--- src/rtl/barret_pkg.sv ---
// Shared constants and helpers for the Barrett reducer family.
package barret_pkg;

    localparam int Q_DEFAULT = 367;

    function automatic int res_width(input int q);
        return $clog2(q);
    endfunction

    // floor(2^k / q), evaluated in 64 bits so moduli up to ~2^31 stay exact
    function automatic longint unsigned barret_mu(input int q, input int k);
        longint unsigned one;
        one = 64'd1;
        return (one << k) / longint'(q);
    endfunction

endpackage

--- src/rtl/barret_cond_sub.sv ---
// Final Barrett correction: folds a residue in [0, 3Q) down to [0, Q).
module barret_cond_sub
    import barret_pkg::*;
#(
    parameter int Q = Q_DEFAULT,
    parameter int W = res_width(Q)
) (
    input  logic [W+1:0] i_r2,
    output logic [W-1:0] o_r
);

    localparam int R_W = W + 2;
    localparam logic [R_W-1:0] Q1 = R_W'(Q);
    localparam logic [R_W-1:0] Q2 = R_W'(2 * Q);

    logic [R_W-1:0] w_res;

    always_comb begin
        w_res = i_r2;
        if (i_r2 >= Q2) begin
            w_res = i_r2 - Q2;
        end else if (i_r2 >= Q1) begin
            w_res = i_r2 - Q1;
        end
    end

    assign o_r = W'(w_res);

endmodule

--- src/rtl/barret_reduce_pipe.sv ---
// Three-stage Barrett reducer (dout_r = din_a mod Q) with valid/ready flow
// control on both sides; sustains one result per cycle under backpressure.
module barret_reduce_pipe
    import barret_pkg::*;
#(
    parameter int Q    = Q_DEFAULT,
    parameter int W    = res_width(Q),
    parameter int IN_W = 2 * W - 1
) (
    input  logic            clk,
    input  logic            rst_n,
    input  logic            din_valid,
    output logic            din_ready,
    input  logic [IN_W-1:0] din_a,
    output logic            dout_valid,
    input  logic            dout_ready,
    output logic [W-1:0]    dout_r,
    output logic            busy
);

    localparam int              K    = 2 * W;
    localparam longint unsigned MU   = barret_mu(Q, K);
    localparam int              MU_W = $clog2(MU + 1);
    localparam int              P_W  = IN_W + MU_W;
    localparam int              R_W  = W + 2;

    localparam logic [P_W-1:0] MU_P = P_W'(MU);
    localparam logic [P_W-1:0] Q_P  = P_W'(Q);

    if (Q < 3 || (Q & (Q - 1)) == 0) begin : g_bad_q
        $error("barret_reduce_pipe: Q must be >= 3 and not a power of two");
    end

    logic            r_v1;
    logic            r_v2;
    logic            r_dout_valid;
    logic [IN_W-1:0] r_x1;
    logic [P_W-1:0]  r_p1;
    logic [R_W-1:0]  r_r2;
    logic [W-1:0]    r_dout;

    logic            w_ready1;
    logic            w_ready2;
    logic            w_ready3;
    logic [IN_W-1:0] w_qq;
    logic [W-1:0]    w_sub;

    assign w_ready3 = !r_dout_valid || dout_ready;
    assign w_ready2 = !r_v2 || w_ready3;
    assign w_ready1 = !r_v1 || w_ready2;

    // q*Q never exceeds x1, so the IN_W-bit product and difference are exact
    assign w_qq = IN_W'((r_p1 >> K) * Q_P);

    always_ff @(posedge clk or negedge rst_n) begin
        if (!rst_n) begin
            r_v1 <= 1'b0;
            r_x1 <= '0;
            r_p1 <= '0;
        end else if (w_ready1) begin
            r_v1 <= din_valid;
            if (din_valid) begin
                r_x1 <= din_a;
                r_p1 <= P_W'(din_a) * MU_P;
            end
        end
    end

    always_ff @(posedge clk or negedge rst_n) begin
        if (!rst_n) begin
            r_v2 <= 1'b0;
            r_r2 <= '0;
        end else if (w_ready2) begin
            r_v2 <= r_v1;
            if (r_v1) begin
                r_r2 <= R_W'(r_x1 - w_qq);
            end
        end
    end

    barret_cond_sub #(
        .Q (Q),
        .W (W)
    ) u_cond_sub (
        .i_r2 (r_r2),
        .o_r  (w_sub)
    );

    always_ff @(posedge clk or negedge rst_n) begin
        if (!rst_n) begin
            r_dout_valid <= 1'b0;
            r_dout       <= '0;
        end else if (w_ready3) begin
            r_dout_valid <= r_v2;
            if (r_v2) begin
                r_dout <= w_sub;
            end
        end
    end

    assign din_ready  = w_ready1;
    assign dout_valid = r_dout_valid;
    assign dout_r     = r_dout;
    assign busy       = r_v1 | r_v2 | r_dout_valid;

endmodule

--- config.mk ---
export PLATFORM = sky130hd
export DESIGN_NAME = barret_reduce_pipe
export DESIGN_NICKNAME = d
export VERILOG_FILES = /design/src/rtl/barret_pkg.sv /design/src/rtl/barret_cond_sub.sv /design/src/rtl/barret_reduce_pipe.sv
export SDC_FILE = /design/constraint.sdc
export NUM_CORES = 1
export LEC_CHECK = 0
export ABC_AREA = 1
export CORE_UTILIZATION = 45
export CTS_CLUSTER_SIZE = 14
export DETAILED_ROUTE_END_ITERATION = 10
export MAX_ROUTING_LAYER = met4
export PLACE_DENSITY_LB_ADDON = 0.08
export SYNTH_ARGS = -nofsm -noshare
export SYNTH_HDL_FRONTEND = slang
export SYNTH_SLANG_ARGS = --single-unit
--- constraint.sdc ---
create_clock -name clk -period 7 [get_ports clk]
set_input_delay 1.4 -clock clk [delete_from_list [all_inputs] [get_ports clk]]
set_output_delay 1.4 -clock clk [all_outputs]
set_load 0.03 [all_outputs]
# Word level (Yosys, flattened, before mapping)
# Cells that the tools add are included.
# totals
register_bits	60
latch_bits	0
ramBits	0
romBits	0
input_bits	21
out_inout_bits	12
wordCells	27
memories	0
# op_classes
n_addsub	3
n_mul	2
n_div	0
magnitude_cmp	2
eq_ne	0
shift	0
mux	2
bitwise_logic	2
reduce_logical	9
# ops
op	count
$mul A17 B9 Y26 const B	1
$mux W9	2
$ge A11 B10 Y1 const B	1
$ge A11 B9 Y1 const B	1
$mul A9 B9 Y11 const B	1
$sub A11 B11 Y11	1
$sub A9 B8 Y9 const B	1
$sub A9 B9 Y9 const B	1
$reduce_and A2 Y1	3
$logic_not A1 Y1	3
$logic_or A1 B1 Y1	3
$or A1 B1 Y1	2

# Logic depth before layout (Yosys ltp)
# Gate-level depths: netlist (run 1).
# depth
depth_word	5
ltp_mapped	22
mapped_depth_nobuf	22

# Hierarchy
# From an unflattened synthesis (run 1), not the netlist that was laid out.
# unflattened
cells_unflattened	921
hier_area_um2	6855.3
# modules_own_cells
module	n_inst	cells_per_inst	area_each_um2	seq_area_each_um2
barret_reduce_pipe	1	781	6124.6	1076.0
barret_cond_sub	1	140	730.7	0.0

# Worst setup path after synthesis (run 1)
# OpenSTA, ideal clock, no wires.
# synth_timing
path_kind	input port to flip-flop
startpoint	in din_a[9]
endpoint	reg r_p1[24]
setup_time_ns	0.131
t_arrival_ns	4.382
t_required_ns	6.869
slack_ns	2.487
path_stages	16
n_path_buf	0
cell_sequence	ha_1 -> inv_1 -> fa_1 -> fa_1 -> inv_1 -> fa_1 -> ha_1 -> nand2_1 -> inv_1 -> nand2_1 -> nor3_1 -> nand4_1 -> nand3_1 -> nand2_1 -> nand3_1 -> o21ai_0
# synth_between
elab_chain_len	1
# synth_rtl
element	line	text
start: declaration	barret_reduce_pipe.sv:14	input logic [IN_W-1:0] din_a,
$mul A17 B9 Y26	barret_reduce_pipe.sv:64	r_p1 <= P_W'(din_a) * MU_P;
end signal: assignment	barret_reduce_pipe.sv:64	
end: declaration	barret_reduce_pipe.sv:38	logic [P_W-1:0] r_p1;
# No other way between the ends.
# A chain may end at the register's enable or synchronous reset.

# Worst setup path in the final report (run 1)
# Same ends and word-level chain as after synthesis.

==> flow_metrics.py, run 1 <==
metrics = {
    "status": {
        "status": "finished clean",
    },
    "worst_hold_path": {
        "holdCritPathClass": "flip-flop to flip-flop",
        "min-delay-start": "dout_r[4]",
    },
    "synth": {
        "synthesis.area_um2": 6720,
        "syn_area_per_cell_um2": 7.49,
        "synth.largest_area_cell": "ha_1",
        "yosysUniqueCellTypes": 36,
        "seq_area_frac_synth_pct": 16.0,
        "synth_edf_count": 0,
        "syn-num-nets": 1084,
        "synth_top_area_share_pct": 19.0,
        "ys_ff_latch": 43,
        "ys.flop_type": "dfrtp_1",
        "syn_inst": 898,
        "ys_async_sr_fraction_pct": 100,
        "ys_warn_count": 0,
        "synth_area_leaders": "ha_1, fa_1, dfrtp_1, nand2_1, inv_1",
    },
    "critical_path": {
        "criticalPathCategory": "primary input to flip-flop",
        "crit_path_start_kind": "primary input",
        "slowest_stage": "fa_1",
        "critPathCaptureType": "flip-flop",
        "cp_top_family": "adder cells",
        "path_buf_inv": 4,
        "cp.arrival_ns": 5.18,
        "cpPeakStageDelay_ns": 0.54,
        "r2r_start": "r_p1[23]",
        "worstPathRequired_ns": 7.15,
        "path_cells": "clkdlybuf4s50_1 > ha_1 > inv_1 > fa_1 > fa_1 > inv_1 > fa_1 > ha_1 > nand2_1 > inv_1 > nand2_1 > nor3_1 > nand4_1 > nand3_1 > nand2_1 > nand3_1 > o21ai_0",
        "cp-startpoint": "din_a[9]",
        "crit_fanout": 4,
    },
    "drt": {
        "avgViaCountPerCell": 4.85,
        "ant_nets": 0,
        "drt-pass1-iter-count": 4,
        "drt_iter0_drc": 260,
        "wl_per_cell_um": 13.7,
        "wl_um": 15200,
        "drcViolationCount": 0,
        "vias": 5390,
    },
    "timing": {
        "worst_slack_ns": 1.96,
        "rsz0062_at_grt": "no",
        "max_slew_margin_pct": 50.9,
        "maxSlewViolCount": 0,
        "worst-slew-pin-transition_ns": 0.736,
        "timing.final.crit_period_ns": 5.04,
        "hold_viol": 0,
        "min_period_over_period_pct": 71.9,
        "fin_setup_tns_ns": 0,
        "fmax_mhz": 199,
        "setup_viol": 0,
        "fin_skew_ns": 0.00922,
    },
    "cts": {
        "cts_buffers": 5,
        "cts_max_level": 2,
        "root_buffer": "clkbuf_16",
        "cts_buffer_depth": 2,
        "clock-sinks": 43,
        "cts_tree": "yes",
        "cts.clk_slew.worst_paths_ns": 0.06,
        "insertion_delay_ns": 0.30,
        "cts_setup_buffers": 0,
        "cts.repair.resized": 0,
        "cts_hold_buf": 0,
    },
    "floorplan": {
        "die_height_um": 124,
        "ios": 33,
        "dieArea_um2": 15400,
        "core_um2": 14500,
        "initial_core_util_pct": 46.3,
        "die_x_um": 124,
        "rows": 44,
    },
    "layout": {
        "layout_commonest_cell": "nand2_1",
        "layout.nets": 1114,
        "drive_gt1_share_pct": 3.45,
        "layout_common_cells": "nand2_1, inv_1, ha_1",
        "area_growth_pct": 9.79,
        "antenna_cells": 0,
    },
    "global_routing": {
        "grt_pass1_wl_um": 26800,
        "grt_overflow": 0,
        "grt_max_degree": 44,
        "grt_pass1_vias": 5460,
        "antenna_found_initial": 0,
        "grtUsageTotal_pct": 21.9,
    },
    "placed_design": {
        "hpwl_um": 13200,
        "gp_congestion": 0.881,
        "pre_cts_ws_ns": 1.66,
        "place.port_buffers": 32,
    },
    "run": {
        "drv_cap": 0,
    },
}
[state kept, by name (all words and copies together), names as in the netlist]
name        flops
r_p1            9
r_r2           11
dout_valid      1
r_v2            1
r_x1           11
r_v1            1
dout_r          9
[final cells by class]
class	instances	area [um2]
clock buffers	5	125
fillers	1508	7150
well taps	184	230
flip-flops and latches	43	1080
multi-input cells	627	4770
inverters	218	818
repair buffers	33	323
clock inverters	2	37.5
[synth_stat cells (2+ instances only)]
master,n
nand2_1,214
inv_1,212
ha_1,102
fa_1,63
nor2_1,48
dfrtp_1,43
o21ai_0,40
nand3_1,39
a21oi_1,32
nand4_1,19
xor2_1,17
xnor2_1,9
nand2_2,6
a21o_1,5
clkbuf_1,5
inv_2,5
nand3b_1,5
nor3_1,4
a31oi_1,3
buf_4,3
nor3_2,3
o21bai_1,3
nand3_2,2
o21ai_1,2
o22ai_1,2
or2_2,2
[metal layers]
| metal | share of wire [%] | wire (um) | global-route usage (%) |
|---|---|---|---|
| met3 | 2.1 | 325 | 1.90 |
| met4 | 0.97 | 148 | 4.11 |
| met5 | 0 | 0 | - |
| met2 | 44 | 6670 | 33.3 |
| met1 | 53 | 8070 | 32.1 |
[metrics by stage]
stage                     hold slack [ns]  cells  area [um2]  utilization [%]
final                               0.484   1112        7380             50.8
after global routing                0.513   1112        7380             50.8
after CTS                           0.488   1112        7380             50.8
after detailed placement            0.473   1105        7220             49.7
after global placement              0.462   1105        7220             49.7
after floorplan                     0.453    898        6720                -
[worst paths after layout]
path | to | slack [ns] | cells after the start
min reg2reg | dout_r[4] | 0.48 | 2
max reg2reg | r_r2[9] | 2.40 | 18
max in group asynchronous | r_x1[10] | 5.43 | 2
max | r_p1[24] | 1.96 | 17
min | dout_r[4] | 0.48 | 2
min in group asynchronous | r_r2[8] | 1.17 | 2
[cell families (layout without fill, tap and decap cells)]
| logic type | count (synthesis) | in the layout | share of synthesized area, % |
|---|---|---|---|
| compound gates | 90 | 90 | 7.35 |
| xor+xnor | 26 | 26 | 3.39 |
| fa+ha+maj | 165 | 165 | 37.7 |
| buf+inv | 228 | 258 | 13.0 |
| flops | 43 | 43 | 16.0 |
| simple gates | 346 | 346 | 22.5 |
[tightest hold or removal path, stage by stage, from the launching register on]
cell     delay (ns)
dfrtp_1        0.34
nand2_1        0.05
nand2_1        0.06
Power of run 1 is not shown: default switching activity piles up to over one toggle a cycle in this logic, so the estimate is an artifact.
==> run 2: changes to the inputs <==
clock period = 4.9 ns   (was 7 ns; I/O delays follow)
==> flow_metrics.py, run 2 (synthesis gave the netlist of run 1 again) <==
metrics = {
    "placed_design": {
        "place.port_buffers": 32,
        "gp_congestion": 0.880,
        "dp.cells": 1115,
        "hpwl_um": 13300,
    },
    "timing": {
        "timing.final.crit_period_ns": 4.56,
        "worst-slew-pin-transition_ns": 0.644,
        "setup_viol": 0,
        "fin_skew_ns": 0.00742,
        "fmax_mhz": 219,
        "maxSlewViolCount": 0,
        "min_period_over_period_pct": 93.2,
        "hold_viol": 0,
        "rsz0062_at_grt": "no",
        "fin_setup_tns_ns": 0,
        "max_slew_margin_pct": 57.0,
    },
    "layout": {
        "fillers": 1475,
        "layout_common_cells": "nand2_1, inv_1, ha_1",
        "area_growth_pct": 11.0,
        "multiInputGateArea_um2": 4780,
        "layout.nets": 1124,
        "register_area_um2": 1080,
        "antenna_cells": 0,
        "layout_commonest_cell": "nand2_1",
        "drive_gt1_share_pct": 5.11,
        "fin_cells": 1123,
        "reg.largest.list": "r_r2 x11, r_x1 x11",
    },
    "cts": {
        "cts_buffers": 5,
        "root_buffer": "clkbuf_16",
        "cts_max_level": 2,
        "clock-sinks": 43,
        "cts_setup_buffers": 0,
        "cts_buffer_depth": 2,
        "insertion_delay_ns": 0.29,
        "cts.clk_slew.worst_paths_ns": 0.07,
        "cts_tree": "yes",
    },
    "critical_path": {
        "crit_path_start_kind": "primary input",
        "slowest_stage": "fa_1",
        "criticalPathCategory": "primary input to flip-flop",
        "path_cells": "clkdlybuf4s50_1 > ha_1 > inv_1 > fa_1 > fa_1 > inv_1 > fa_1 > ha_1 > nand2_1 > inv_1 > nand2_1 > nor3_1 > nand4_1 > nand3_1 > nand2_1 > nand3_1 > o21ai_0",
        "cp.arrival_ns": 4.71,
        "reg2reg_slack_ns": 0.36,
        "rr_endpoint": "r_r2[9]",
        "worstPathRequired_ns": 5.05,
        "r2r_start": "r_p1[25]",
        "crit_fanout": 4,
        "cpPeakStageDelay_ns": 0.54,
        "r2r_cells": 16,
        "critPathCaptureType": "flip-flop",
    },
    "worst_hold_path": {
        "whs_path_depth": 2,
        "holdCritPathClass": "flip-flop to flip-flop",
        "min-delay-start": "dout_r[5]",
        "holdPathEnd": "dout_r[5]",
    },
    "drt": {
        "ant_nets": 0,
        "drt_iter0_drc": 251,
        "wl_per_cell_um": 13.6,
        "drt-pass1-iter-count": 5,
        "vias": 5398,
        "drcViolationCount": 0,
        "avgViaCountPerCell": 4.81,
        "wl_um": 15300,
    },
    "global_routing": {
        "grt_max_degree": 44,
        "grt_pass1_wl_um": 26600,
        "grt_pass1_vias": 5481,
        "grt_overflow": 0,
        "antenna_found_initial": 0,
        "grtUsageTotal_pct": 21.9,
    },
    "floorplan": {
        "rows": 44,
        "dieArea_um2": 15400,
        "core_um2": 14500,
        "ios": 33,
        "die_x_um": 124,
        "die_height_um": 124,
        "initial_core_util_pct": 46.3,
    },
    "status": {
        "status": "finished clean",
    },
    "run": {
        "drv_cap": 0,
    },
}
run 2: changes by cell type in the layout (fill, tap and decap cells not counted), sizes merged:
cell    before  now
buf          2   12
bufinv       1    0
clkbuf       5    6
clkinv       1    2
run 2: per-stage QoR:
step / setup slack [ns] / utilization, % / hold WS (ns) / cell area, um2
after floorplan: 0.573 / - / 0.453 / 6720
after global placement: 0.00618 / 50.2 / 0.463 / 7290
after detailed placement: 0.00446 / 50.2 / 0.472 / 7290
after CTS: 0.220 / 51.2 / 0.488 / 7450
after global routing: 0.00560 / 51.3 / 0.503 / 7460
final: 0.335 / 51.3 / 0.479 / 7460
run 2: worst max path at each step:
stage | to | slack, ns | start | depth (start not counted)
floorplan | r_r2[9] | 0.57 | r_p1[23] | 18
global placement | r_p1[24] | 0.006 | din_a[9] | 17
detailed placement | r_p1[24] | 0.004 | din_a[9] | 17
CTS | r_r2[9] | 0.22 | r_p1[23] | 18
global route | r_p1[24] | 0.006 | din_a[3] | 19
finish | r_p1[25] | 0.34 | din_a[9] | 17
run 2: area by class of cell:
| cell class | count | share of cell area (%) |
|---|---|---|
| clock buffer | 6 | 1.86 |
| clock inverter | 2 | 0.218 |
| inverter | 218 | 11.0 |
| multi-input combinational | 627 | 64.1 |
| sequential | 43 | 14.4 |
| tap | 184 | 3.09 |
| timing repair buffer | 43 | 5.33 |
run 2: routing by layer:
layer  GRT usage [%]  vias to the layer above  wire (um)
li1                -                     2864          -
met4            5.32                        0        221
met2            33.6                       54       6650
met3            1.98                       14        335
met1            31.1                     2466       8080
met5               -                        -          0
run 2: critical path: cells and delay by family:
kind / cells / cell delay (ns)
compound gates: 1 / 0.09
fa+ha+maj: 5 / 2.20
simple gates: 7 / 0.78
buf+inv: 4 / 0.66
run 2: repair_timing:
action	CTS	global route
hold buffers	0	0
resized for setup	0	5
endpoints found under the setup margin	0	4
Power of run 2 is left out for the same reason.
==> run 3: changes to the inputs <==
CORE_UTILIZATION = 40   (was 45)
SLEW_MARGIN = 20   (was not set)
==> flow_metrics.py, run 3 (synthesis gave the netlist of run 1 again) <==
metrics = {
    "cts": {
        "insertion_delay_ns": 0.29,
        "cts_max_level": 2,
        "cts_buffers": 5,
        "root_buffer": "clkbuf_16",
        "cts_setup_buffers": 0,
        "cts.clk_slew.worst_paths_ns": 0.07,
        "cts_buffer_depth": 2,
        "cts_tree": "yes",
        "cts.repair.resized": 0,
        "clock-sinks": 43,
        "cts_hold_buf": 0,
    },
    "timing": {
        "setup_viol": 0,
        "timing.final.crit_period_ns": 4.63,
        "rsz0062_at_grt": "no",
        "fin_skew_ns": 0.00804,
        "maxSlewViolCount": 0,
        "max_slew_margin_pct": 55.8,
        "fmax_mhz": 216,
        "worst-slew-pin-transition_ns": 0.662,
        "hold_viol": 0,
        "min_period_over_period_pct": 94.4,
    },
    "layout": {
        "final_area_um2": 7550,
        "drive_gt1_share_pct": 5.39,
        "layout.nets": 1132,
        "reg.largest.list": "r_r2 x11, r_x1 x11",
        "antenna_cells": 0,
        "layout_commonest_cell": "nand2_1",
        "fillers": 1742,
        "layout_common_cells": "nand2_1, inv_1, ha_1",
        "area_growth_pct": 12.3,
    },
    "drt": {
        "drt_iter0_drc": 157,
        "vias": 5470,
        "wl_um": 15200,
        "drt-pass1-iter-count": 4,
        "ant_nets": 0,
        "wl_per_cell_um": 13.1,
        "drcViolationCount": 0,
        "avgViaCountPerCell": 4.69,
    },
    "critical_path": {
        "worstPathRequired_ns": 5.05,
        "critPathCaptureType": "flip-flop",
        "path_buf_inv": 4,
        "r2r_start": "r_p1[23]",
        "cpPeakStageDelay_ns": 0.54,
        "crit_path_start_kind": "primary input",
        "slowest_stage": "fa_1",
        "cp.arrival_ns": 4.78,
        "crit_top_cell": "nand2_1",
        "crit_fanout": 3,
        "cp-startpoint": "din_a[8]",
        "criticalPathCategory": "primary input to flip-flop",
        "cp_top_family": "adder cells",
        "path_cells": "clkdlybuf4s50_1 > ha_1 > inv_1 > fa_1 > fa_1 > fa_1 > inv_1 > ha_1 > nand2_1 > buf_4 > nor2_1 > o21ai_0 > nand2_1 > nand2_1 > nand3_1 > nand2_1 > nand3_1 > o21ai_0",
    },
    "placed_design": {
        "hpwl_um": 13400,
        "place.port_buffers": 32,
        "gp_congestion": 0.890,
        "placed_cell_area_um2": 7400,
    },
    "global_routing": {
        "grt_overflow": 0,
        "grtUsageTotal_pct": 19.4,
        "grt_max_degree": 44,
        "antenna_found_initial": 0,
        "grt_pass1_vias": 5646,
        "grt_pass1_wl_um": 26400,
    },
    "floorplan": {
        "core_um2": 16500,
        "die_x_um": 132,
        "rows": 47,
        "die_height_um": 132,
        "ios": 33,
        "initial_core_util_pct": 40.7,
        "dieArea_um2": 17300,
    },
    "status": {
        "status": "finished clean",
    },
    "worst_hold_path": {
        "min-delay-start": "dout_r[2]",
        "holdCritPathClass": "flip-flop to flip-flop",
    },
    "run": {
        "drv_cap": 0,
    },
}
[run 3: layout make-up]
| class | instances | area [um2] | share of cell area (%) |
|---|---|---|---|
| Tap cell | 220 | 275 | 3.65 |
| Inverter | 218 | 818 | 10.8 |
| Multi-Input combinational cell | 627 | 4770 | 63.2 |
| Sequential cell | 43 | 1080 | 14.3 |
| Timing Repair Buffer | 51 | 460 | 6.10 |
| Clock inverter | 3 | 23.8 | 0.315 |
| Clock buffer | 5 | 125 | 1.66 |
[run 3: worst reg2reg max path, cell delays in order, from the launching register on]
cell and delay, ns:
dfrtp_1 0.41, inv_1 0.10, fa_1 0.53, inv_1 0.06, fa_1 0.50, inv_1 0.05
fa_1 0.47, fa_1 0.55, inv_1 0.06, fa_1 0.49, inv_1 0.04, ha_1 0.33
inv_1 0.11, nor3_1 0.07, nand3_1 0.08, nand4_1 0.12, or2_2 0.29, nand3_1 0.06
o21ai_0 0.08
[run 3: path summary, 6_finish.rpt]
kind / endpoint / slack, ns / depth (start not counted)
max reg2reg: r_r2[9] / 0.36 / 18
min reg2reg: dout_r[2] / 0.48 / 2
max: r_p1[24] / 0.27 / 18
min: dout_r[2] / 0.48 / 2
max in group asynchronous: r_x1[3] / 3.82 / 1
min in group asynchronous: r_r2[3] / 0.68 / 1
[run 3: stage by stage]
| step | hold slack, ns | instances | worst slack [ns] | util [%] | setup TNS (ns) |
|---|---|---|---|---|---|
| global route | 0.508 | 1167 | 0.00950 | 45.7 | 0 |
| detailed placement | 0.465 | 1159 | -0.0579 | 44.8 | -0.0842 |
| floorplan | 0.453 | 898 | 0.573 | - | 0 |
| CTS | 0.484 | 1167 | 0.257 | 45.7 | 0 |
| global placement | 0.464 | 1159 | -0.0391 | 44.8 | -0.0708 |
| finish | 0.478 | 1167 | 0.273 | 45.7 | 0 |
[run 3: routing by layer]
| metal | up-vias | GRT usage, % | wire [um] |
|---|---|---|---|
| met5 | - | - | 0 |
| met4 | 0 | 6.33 | 418 |
| met3 | 25 | 1.58 | 177 |
| met2 | 53 | 36.2 | 7970 |
| met1 | 2517 | 21.8 | 6680 |
| li1 | 2875 | - | - |
Power of run 3 is left out for the same reason.
